==> config.mk <==
export PLATFORM = sky130hd
export DESIGN_NAME = alu_share_arb
export DESIGN_NICKNAME = d
export VERILOG_FILES = /design/src/rtl/alu_share_arb.sv
export SDC_FILE = /design/constraint.sdc
export NUM_CORES = 1
export LEC_CHECK = 0
export ABC_CLOCK_PERIOD_IN_PS = 5100
export BUFFER_PORTS_ARGS = -buffer_cell sky130_fd_sc_hd__buf_2
export CAP_MARGIN = 20
export CORE_MARGIN = 4
export CORE_UTILIZATION = 40
export CTS_CLUSTER_SIZE = 24
export DETAILED_ROUTE_END_ITERATION = 8
export PLACE_DENSITY = 0.65
export SYNTH_ARGS = -nofsm -noshare
export SYNTH_HDL_FRONTEND = slang
export SYNTH_SLANG_ARGS = --single-unit
==> constraint.sdc <==
create_clock -name clk -period 5.1 [get_ports clk]
set_clock_uncertainty 0.15 [all_clocks]
set_input_delay 0.765 -clock clk [delete_from_list [all_inputs] [get_ports clk]]
set_output_delay 0.765 -clock clk [all_outputs]
set_load 0.1 [all_outputs]
==> src/rtl/alu_share_arb.sv <==
// Two requesters share one combinational ALU through a round-robin arbiter.
// The result sits in a single output slot that drains through a valid/ready port.
module alu_share_arb #(
  parameter int WIDTH = 16
) (
  input  logic             clk,
  input  logic             rst,

  input  logic             s0_valid,
  output logic             s0_ready,
  input  logic [WIDTH-1:0] s0_a,
  input  logic [WIDTH-1:0] s0_b,
  input  logic [1:0]       s0_sel,

  input  logic             s1_valid,
  output logic             s1_ready,
  input  logic [WIDTH-1:0] s1_a,
  input  logic [WIDTH-1:0] s1_b,
  input  logic [1:0]       s1_sel,

  output logic             m_valid,
  input  logic             m_ready,
  output logic [WIDTH-1:0] m_y,
  output logic             m_id,

  output logic [7:0]       cnt0,
  output logic [7:0]       cnt1,

  output logic             dbg_state_o,
  output logic             dbg_rr_ptr_o
);

  // Handshake: a transfer happens on a rising edge where valid and ready are
  // both high. Valid never depends on ready; ready may depend on valid.

  typedef enum logic {
    EMPTY = 1'b0,
    FULL  = 1'b1
  } state_e;

  state_e           state_q, state_d;
  logic [WIDTH-1:0] y_q, y_d;
  logic             id_q, id_d;
  logic             rr_ptr_q, rr_ptr_d;
  logic [7:0]       cnt0_q, cnt0_d;
  logic [7:0]       cnt1_q, cnt1_d;

  logic             slot_free;
  logic             acc0;
  logic             acc1;
  logic [WIDTH-1:0] op_a;
  logic [WIDTH-1:0] op_b;
  logic [1:0]       op_sel;
  logic [WIDTH-1:0] alu_y;

  // Ready is forced low while reset is held so nothing is accepted mid-reset.
  always_comb begin
    slot_free = !rst && ((state_q == EMPTY) || m_ready);
    s0_ready  = slot_free && (!s1_valid || (rr_ptr_q == 1'b0));
    s1_ready  = slot_free && (!s0_valid || (rr_ptr_q == 1'b1));
    acc0      = s0_valid && s0_ready;
    acc1      = s1_valid && s1_ready;
  end

  always_comb begin
    op_a   = s0_a;
    op_b   = s0_b;
    op_sel = s0_sel;
    if (acc1) begin
      op_a   = s1_a;
      op_b   = s1_b;
      op_sel = s1_sel;
    end
  end

  always_comb begin
    alu_y = '0;
    case (op_sel)
      2'b00:   alu_y = op_a + op_b;
      2'b01:   alu_y = op_a - op_b;
      2'b10:   alu_y = op_a & op_b;
      default: alu_y = op_a | op_b;
    endcase
  end

  // Accept wins over drain, so a simultaneous drain+accept stays FULL.
  always_comb begin
    state_d  = state_q;
    y_d      = y_q;
    id_d     = id_q;
    rr_ptr_d = rr_ptr_q;
    cnt0_d   = cnt0_q;
    cnt1_d   = cnt1_q;
    if (acc0 || acc1) begin
      state_d  = FULL;
      y_d      = alu_y;
      id_d     = acc1;
      rr_ptr_d = acc0;
      if (acc0) cnt0_d = cnt0_q + 8'd1;
      if (acc1) cnt1_d = cnt1_q + 8'd1;
    end else if ((state_q == FULL) && m_ready) begin
      state_d = EMPTY;
    end
  end

  always_ff @(posedge clk or posedge rst) begin
    if (rst) begin
      state_q  <= EMPTY;
      y_q      <= '0;
      id_q     <= 1'b0;
      rr_ptr_q <= 1'b0;
      cnt0_q   <= 8'd0;
      cnt1_q   <= 8'd0;
    end else begin
      state_q  <= state_d;
      y_q      <= y_d;
      id_q     <= id_d;
      rr_ptr_q <= rr_ptr_d;
      cnt0_q   <= cnt0_d;
      cnt1_q   <= cnt1_d;
    end
  end

  assign m_valid      = (state_q == FULL);
  assign m_y          = y_q;
  assign m_id         = id_q;
  assign cnt0         = cnt0_q;
  assign cnt1         = cnt1_q;
  assign dbg_state_o  = state_q;
  assign dbg_rr_ptr_o = rr_ptr_q;

endmodule

; Word-level counts from Yosys, hierarchy flattened
; Cells that the tools add are included.
[classes]
addsub = 4
eq_ne = 2
mux = 6
bitwise = 4
reduce_logical = 17
[op_table]
columns = operator, count
row1 = $pmux 16 s3, 1
row2 = $mux 16, 2
row3 = $add 16x16->16, 1
row4 = $add 8x1->8 const B, 2
row5 = $and 16x16->16, 1
row6 = $or 16x16->16, 1
row7 = $sub 16x16->16, 1
row8 = $logic_and 1x1->1, 6
row9 = $logic_or 1x1->1, 4
row10 = $reduce_and 2->1, 2
row11 = $logic_not 1->1, 3
row12 = $eq 2x1->1 const B, 1
row13 = $eq 2x2->1 const B, 1
row14 = $logic_not 2->1, 1
row15 = $mux 1, 2
row16 = $mux 2, 1
row17 = $not 1->1, 2
row18 = $reduce_bool 2->1, 1
[word_totals]
ff_bits = 35
input_bits = 73

; Depth between registers and ports, before layout
; Gate-level depths: netlist of run 1.
[logic_depth]
word_depth = 8
ltp_mapped = 21

; Least setup slack after synthesis of run 1
; No wires, ideal clock.
[synth_path]
path_kind = reg2reg
start = register state_q (netlist: dbg_state_o)
end = register y_q[15] (netlist: m_y[15])
setup_time_ns = 0.131
t_arrival_ns = 4.789
t_required_ns = 4.819
setup_slack_ns = 0.030
stages_incl_launch_ff = 22
cell_sequence = dfrtp_1 nor2b_4 or4b_1 buf_4 buf_2 clkbuf_1 clkbuf_1 nand2_1 nand2_1 inv_2 ha_1 o21a_1 a21oi_1 nor2_1 xnor2_1 ha_1 a211oi_1 nand2_1 a21oi_1 o31ai_1 and3_1 or3_1
[synth_between]
elab_chain_cells = 8
word_cells_on_any_way = 19
cone_classes = add/sub (2) / eq/ne (2) / mux (4) / bitwise (3) / reduce/logical (8)
[synth_lines]
columns = item, line_no
row1 = start: declaration, 41  ; state_e state_q, state_d;
row2 = start signal: assignment, 115  ; state_q <= state_d;
row3 = $not 1->1 (*), 58  ; slot_free = !rst && ((state_q == EMPTY) || m_ready);
row4 = $logic_or 1x1->1 (*), 58
row5 = $logic_and 1x1->1 (*), 58
row6 = $logic_and 1x1->1, 60  ; s1_ready = slot_free && (!s0_valid || (rr_ptr_q == 1'b1));
row7 = $logic_and 1x1->1, 62  ; acc1 = s1_valid && s1_ready;
row8 = $mux 16 / $mux 2 (equally long branches), 69  ; if (acc1) begin
row9 = $sub 16x16->16 (tied with other cells), 80  ; 2'b01: alu_y = op_a - op_b;
row10 = $pmux 16 s3, 78  ; case (op_sel)
row11 = end signal: assignment, 116  ; y_q <= y_d;
row12 = end: declaration, 42  ; logic [WIDTH-1:0] y_q, y_d;
; Mark *: on every way between the ends. The rest lies on a longest branch, timed or not.
; A chain may end at the register's enable or synchronous reset.

; Worst setup path after layout of run 1
[layout_path]
start = input port s0_valid
end = register y_q[15] (netlist: m_y[15])
[layout_between]
elab_chain_cells = 7
word_cells_on_any_way = 17
cone_classes = add/sub (2) / eq/ne (2) / mux (4) / bitwise (2) / reduce/logical (7)
[layout_lines]
columns = item, line_no
row1 = start: declaration, 9  ; input logic s0_valid,
row2 = $logic_not 1->1, 60
row3 = $logic_or 1x1->1, 60
row4 = $logic_and 1x1->1, 60
row5 = $logic_and 1x1->1, 62
row6 = $mux 16 / $mux 2 (equally long branches), 69
row7 = $sub 16x16->16 (tied with other cells), 80
row8 = $pmux 16 s3, 78
; Several ways; a longest one is shown, not always the timed one.

==> results of run 1 <==
[cell type report]
cell class / count / area [um2] / area share [%]
clock buffers: 5 / 68.8 / 1.63
multi-input cells: 372 / 2450 / 58.1
well taps: 105 / 131 / 3.12
clock inverters: 3 / 43.8 / 1.04
inverters: 11 / 41.3 / 0.981
repair buffers: 117 / 603 / 14.3
flip-flops and latches: 35 / 876 / 20.8
[worst max-delay path, cell delays in order]
cell and delay (ns):
buf_2 0.12, nor2b_1 0.17, or4b_2 0.83, mux2i_1 0.33
ha_1 0.28, o21a_1 0.18, a21oi_1 0.08, xor2_1 0.15
ha_1 0.36, a21o_1 0.20, a21oi_1 0.27, nand2_1 0.08
a21oi_1 0.19, o31ai_1 0.12, and3_1 0.18, or3_1 0.35
[sequential cells by signal, summed over array words and instances (netlist names)]
signal,count
dbg_rr_ptr_o,1
m_id,1
cnt1,8
m_y,16
cnt0,8
dbg_state_o,1
[cells by family (layout without fill, tap and decap cells)]
| kind of cell | count (synthesis) | in the layout | share of synthesized area, % |
|---|---|---|---|
| and+or+nand+nor | 171 | 171 | 23.0 |
| AOI/OAI and AO/OA | 97 | 97 | 16.8 |
| xor gates and xnor gates | 43 | 43 | 11.0 |
| DFF | 35 | 35 | 25.5 |
| muxes | 31 | 31 | 9.70 |
| adders and majority gates | 30 | 30 | 10.5 |
| buffers and inverters | 28 | 136 | 3.46 |
[placed cells by master (no fill, tap or decap), drive strengths merged, types with 3 or more instances in the layout]
cell type | synthesis | layout
nor4 | 5 | 5
nand2b | 6 | 6
or3 | 6 | 6
a31oi | 5 | 5
o21a | 4 | 4
a211oi | 3 | 3
o21ai | 29 | 29
o31ai | 6 | 6
nand4 | 6 | 6
maj3 | 9 | 9
or4 | 3 | 3
nor3 | 15 | 15
o21bai | 4 | 4
inv | 11 | 11
nand3 | 7 | 7
nand2 | 81 | 81
mux2i | 25 | 25
xnor2 | 30 | 30
dfrtp | 35 | 35
a21o | 4 | 4
nor2 | 30 | 30
nor2b | 3 | 3
and3 | 3 | 3
buf | 7 | 117
mux2 | 6 | 6
xor2 | 13 | 13
clkbuf | 10 | 5
ha | 20 | 20
a21oi | 34 | 34
[how the worst max path moves through the flow]
stage,startpoint,endpoint
floorplan,dbg_state_o,m_y[15]
global placement,s0_valid,m_y[15]
detailed placement,s0_valid,m_y[15]
CTS,s0_valid,m_y[15]
global route,s0_valid,m_y[15]
finish,s0_valid,m_y[15]
[stage by stage]
stage / setup WS (ns) / total power [uW] / cell area [um2] / utilization, %
2_1_floorplan: 0.0299 / 1480 / 3430 / -
3_3_place_gp: 0.245 / 1720 / 4100 / 49.4
3_5_place_dp: 0.177 / 1730 / 4100 / 49.4
4_1_cts: 0.474 / 1990 / 4210 / 50.7
5_1_grt: 0.172 / 2090 / 4210 / 50.7
6_report: 0.457 / 1990 / 4210 / 50.7
[routing by layer]
metal	share of wire [%]	vias to the layer above	global-route usage (%)
li1	-	1753	-
met2	45	109	31.0
met4	2.4	0	6.01
met1	47	1559	26.5
met3	5.9	18	2.56
met5	0	-	0
[cells in the mapped netlist, types with 7 or more instances]
master    number  area share [%]
a21oi_1       34             5.0
clkbuf_1      10             1.1
dfrtp_1       35              26
ha_1          20             7.3
inv_1         10             1.1
maj3_1         9             2.6
mux2i_1       24             7.0
nand2_1       81             8.9
nand3_1        7             1.0
nor2_1        30             3.3
nor3_1        15             2.2
o21ai_0       12             1.7
o21ai_1       17             2.5
xnor2_1       30             7.7
xor2_1        13             3.3
[where the power goes]
group | internal [uW] | switching, uW
registers | 360 | 78.5
clock network | 146 | 111
logic | 308 | 981
==> results.json, run 1 <==
{
  "syn-num-nets": 529,
  "end_kind": "flip-flop",
  "drtIter0Drc": 128,
  "synthesis.area_mm2": 0.00343,
  "hold_viol_final": 0,
  "fin_crit_sh_pct": 91.0,
  "final_cells": 648,
  "wl_per_cell_um": 15.2,
  "crit_type": "in2reg",
  "slew_violations": 0,
  "start_util_pct": 41.4,
  "dr_total_vias": 3439,
  "ant_nets": 0,
  "whs_ns": 0.320,
  "fillers": 827,
  "grt_pass1_vias": 3270,
  "postSynthAreaPerCell_um2": 7.89,
  "required_ns": 5.12,
  "power_density_mw_per_mm2": 472,
  "rows": 33,
  "reg2reg_from": "dbg_state_o",
  "grt_max_degree": 36,
  "drc": 0,
  "synth-edff-count": 0,
  "ys_seq_area_share_pct": 25.5,
  "io_pins": 111,
  "rsz0062_at_grt": "false",
  "min_from": "cnt0[7]",
  "antenna_found_initial": 0,
  "cts_hold_buf": 0,
  "final.setup.tns_ns": 0,
  "layout-drive-gt1-share_pct": 25.4,
  "cts.sinks": 35,
  "via_per_inst": 5.31,
  "die-area_mm2": 0.0101,
  "gp_congestion": 0.959,
  "worst_ir_drop_vdd_uv": 281,
  "fmax_ghz": 0.215,
  "crit_path_start_kind": "input pin",
  "hold_depth": 1,
  "r2r_slack_ns": 0.63,
  "syn_inst": 435,
  "clockRootBuffer": "clkbuf_8",
  "min_path_type": "reg2reg",
  "power.leakage_uw": 0.00215,
  "yosysUniqueCellTypes": 49,
  "grt_first_pass_wirelength_um": 15700,
  "slew_headroom_pct": 34.2,
  "async_flop_share_pct": 100,
  "worst_slew_pin_slew_ns": 0.968,
  "clk_latency_ns": 0.30,
  "setup_violations": 0,
  "cp.arrival_ns": 4.67,
  "ys_warn_count": 0,
  "ff2ff_path_depth": 15,
  "diodes": 0,
  "ys.flop_type": "dfrtp_1",
  "status": "complete, no violations",
  "place_inst": 640,
  "cts_tree": "yes",
  "die_h_um": 101,
  "area_growth_pct": 22.7,
  "min_to": "cnt0[7]",
  "die_x_um": 101,
  "post_cts_resized": 0,
  "portBuffers": 110,
  "cts.path.max_buffers": 2,
  "drt-total-wl_um": 9850,
  "cts_max_level": 2,
  "clk_pin_slew_ns": 0.09,
  "min_period_ns": 4.64,
  "coreArea_mm2": 0.00830,
  "nNetsFinal": 636,
  "cts_made_buffers": 5,
  "cp_max_fo": 13,
  "drt_pass1_iterations": 5,
  "dp_hpwl_um": 7990,
  "synth_seq_cells": 35,
  "grt_usage_pct": 19.2,
  "r2r-end": "m_y[15]",
  "max_cap_violations": 0,
  "postCtsSetupRepairBufs": 0,
  "grt_overflow": 0
}
Power figures use the tool's default switching activity.
==> run 2: changes to the inputs <==
- ABC_AREA: unset -> 1
- BUFFER_PORTS_ARGS: -buffer_cell sky130_fd_sc_hd__buf_2 -> -buffer_cell sky130_fd_sc_hd__buf_4
==> results.json, run 2 <==
{
  "status": "complete, no violations",
  "final.setup.tns_ns": 0,
  "postCtsSetupRepairBufs": 0,
  "slew_headroom_pct": 41.9,
  "portBuffers": 110,
  "p_clk_share_pct": 9.5,
  "ff2ff_path_depth": 23,
  "cts.sinks": 35,
  "cts_hold_buf": 0,
  "grt_usage_pct": 19.2,
  "min_period_ns": 4.02,
  "largest_reg_flops": 16,
  "coreArea_mm2": 0.00830,
  "start_util_pct": 41.5,
  "fillers": 835,
  "fin_crit_sh_pct": 78.7,
  "p_sw_uw": 1350,
  "clk_pin_slew_ns": 0.07,
  "r2r_slack_ns": 1.22,
  "synth_most_common_cell": "nand2_1",
  "r2r-end": "m_y[15]",
  "cts_max_level": 2,
  "min_path_type": "reg2reg",
  "fin_area_mm2": 0.00440,
  "dpl_cell_area_mm2": 0.00432,
  "grt_first_pass_wirelength_um": 15800,
  "hold_depth": 1,
  "power_density_mw_per_mm2": 504,
  "cp_max_fo": 19,
  "ys_seq_area_share_pct": 25.4,
  "grt_max_degree": 36,
  "max_cap_violations": 0,
  "seq_power_share_pct": 20.7,
  "dr_total_vias": 3534,
  "synthesis.area_mm2": 0.00344,
  "dp_hpwl_um": 7780,
  "syn_inst": 488,
  "seq_area_um2": 876,
  "swShare_pct": 61.0,
  "layout_commonest_cell": "buf_4",
  "cts_made_buffers": 5,
  "async_flop_share_pct": 100,
  "wl_per_cell_um": 13.8,
  "drc": 0,
  "rsz0062_at_grt": "false",
  "multiInputGateArea_mm2": 0.00215,
  "area_growth_pct": 27.9,
  "die_h_um": 101,
  "reg2reg_from": "dbg_rr_ptr_o",
  "p_total_uw": 2220,
  "grt_pass1_vias": 3353,
  "die-area_mm2": 0.0102,
  "hold_viol_final": 0,
  "worst_ir_drop_vdd_uv": 271,
  "drtIter0Drc": 141,
  "end_kind": "flip-flop",
  "yosys-top-cells-area": "dfrtp_1, nand2_1, inv_1",
  "worst_slew_pin_slew_ns": 0.869,
  "antenna_found_initial": 0,
  "synth_top_area_share_pct": 25.4,
  "cts_tree": "yes",
  "die_x_um": 101,
  "p_int_uw": 864,
  "drt-total-wl_um": 9650,
  "crit_chain": "buf_4 -> nand2_4 -> nand4_4 -> nand2_1 -> o21ai_2 -> inv_1 -> ha_1 -> nand3_1 -> nor2_1 -> nand3_1 -> o21ai_2 -> xor2_1 -> ha_1 -> nand2_1 -> a21oi_1 -> a211oi_1 -> nand3_1 -> a21oi_1 -> inv_1 -> nand3_1 -> nand3_1 -> nand2_1 -> nand2_1",
  "required_ns": 5.13,
  "yosysUniqueCellTypes": 42,
  "path_common_cell": "nand3_1",
  "ys.flop_type": "dfrtp_1",
  "max_stage_delay_ns": 0.31,
  "diodes": 0,
  "synth-edff-count": 0,
  "min_from": "cnt1[7]",
  "clockRootBuffer": "clkbuf_8",
  "cts.path.max_buffers": 2,
  "crit_path_start_kind": "input pin",
  "drt_pass1_iterations": 5,
  "power.leakage_uw": 0.00238,
  "crit_path_start": "s0_valid",
  "via_per_inst": 5.06,
  "grt_overflow": 0,
  "synth_seq_cells": 35,
  "ys_warn_count": 0,
  "cp.arrival_ns": 4.05,
  "nNetsFinal": 687,
  "crit_buf_inv": 3,
  "post_cts_resized": 0,
  "synth_top_area_cell": "dfrtp_1",
  "gp_congestion": 0.874,
  "syn-num-nets": 582,
  "rows": 33,
  "ant_nets": 0,
  "setup_violations": 0,
  "slew_violations": 0,
  "p_comb_share_pct": 69.7,
  "min_to": "cnt1[7]",
  "final_cell_mix": "buf_4, nand2_1, inv_1",
  "postSynthAreaPerCell_um2": 7.06,
  "whs_ns": 0.320,
  "layout-drive-gt1-share_pct": 26.3,
  "io_pins": 111,
  "final_cells": 698,
  "fmax_ghz": 0.249,
  "place_inst": 691,
  "synth_commonest_cells": "nand2_1, inv_1, dfrtp_1",
  "crit_type": "in2reg",
  "critical_path.top_delay_family": "simple AND/OR/NAND/NOR gates",
  "cp_slowest_cell": "ha_1",
  "clk_latency_ns": 0.30
}
==> run 2: changes by cell type after synthesis, moves of 12 or more <==
cell / previous run / this run
nand4_1: 6 / 20
xnor2_1: 30 / 9
nand2_1: 81 / 96
mux2i_1: 24 / 3
nand3_1: 7 / 33
o21ai_0: 12 / 32
inv_1: 10 / 75
nor3_1: 15 / 3
==> run 2: layout make-up <==
class | count | area share, %
multi-input cells | 356 | 48.8
flip-flops and latches | 35 | 19.9
repair buffers | 114 | 19.4
inverters | 81 | 6.90
well taps | 105 | 2.98
clock buffers | 6 | 1.88
clock inverters | 1 | 0.114
==> run 2: kinds of logic (layout without fill, tap and decap cells) <==
group                    Yosys count  in the layout  share of synthesized area (%)
AND/OR/NAND/NOR                  200            200                           26.2
buffers and inverters             97            202                           12.1
AO/OA/AOI/OAI                     90             90                           15.6
flip-flops                        35             35                           25.4
XOR/XNOR                          30             30                           7.63
adder cells (fa/ha/maj)           21             21                           7.85
multiplexers                      15             15                           5.23
==> run 2: worst register-to-register path: stages (launching register included) <==
cell      delay (ns)
dfrtp_1         0.40
inv_2           0.06
nand2_4         0.15
nand4_4         0.30
nand2_1         0.16
o21ai_2         0.11
inv_1           0.10
ha_1            0.16
nand3_1         0.10
nor2_1          0.15
nand3_1         0.14
o21ai_2         0.21
xor2_1          0.21
ha_1            0.31
nand2_1         0.10
a21oi_1         0.05
a211oi_1        0.17
nand3_1         0.19
a21oi_1         0.21
inv_1           0.06
nand3_1         0.08
nand3_1         0.07
nand2_1         0.07
nand2_1         0.06
==> run 2: power groups by stage <==
| stage | combinational (uW) | clock, uW | sequential, uW |
|---|---|---|---|
| floorplan | 495 | 0 | 1180 |
| global placement | 1530 | 0 | 462 |
| detailed placement | 1550 | 0 | 466 |
| CTS | 1550 | 219 | 461 |
| global route | 1640 | 226 | 475 |
| finish | 1550 | 212 | 459 |
==> run 2: worst max-delay path by stage <==
stage                     slack (ns)  endpoint  cells past startpoint
after global placement          0.88   m_y[15]                     23
after CTS                       1.14   m_y[13]                     21
final                           1.08   m_y[15]                     23
after floorplan                 1.14   m_y[15]                     23
after detailed placement        0.86   m_y[15]                     23
after global routing            0.78   m_y[10]                     15
==> run 2: layer usage <==
metal  track usage (%)  part of all wire (%)
met1              25.7                    47
met2              31.1                    44
met3              3.60                   7.5
met4              6.42                   1.7
met5                 0                     0
==> run 2: through the flow <==
stage	setup WS (ns)	util, %
6_report	1.08	53.1
5_1_grt	0.776	53.1
4_1_cts	1.14	53.1
3_5_place_dp	0.856	52.0
3_3_place_gp	0.879	52.0
2_1_floorplan	1.14	-
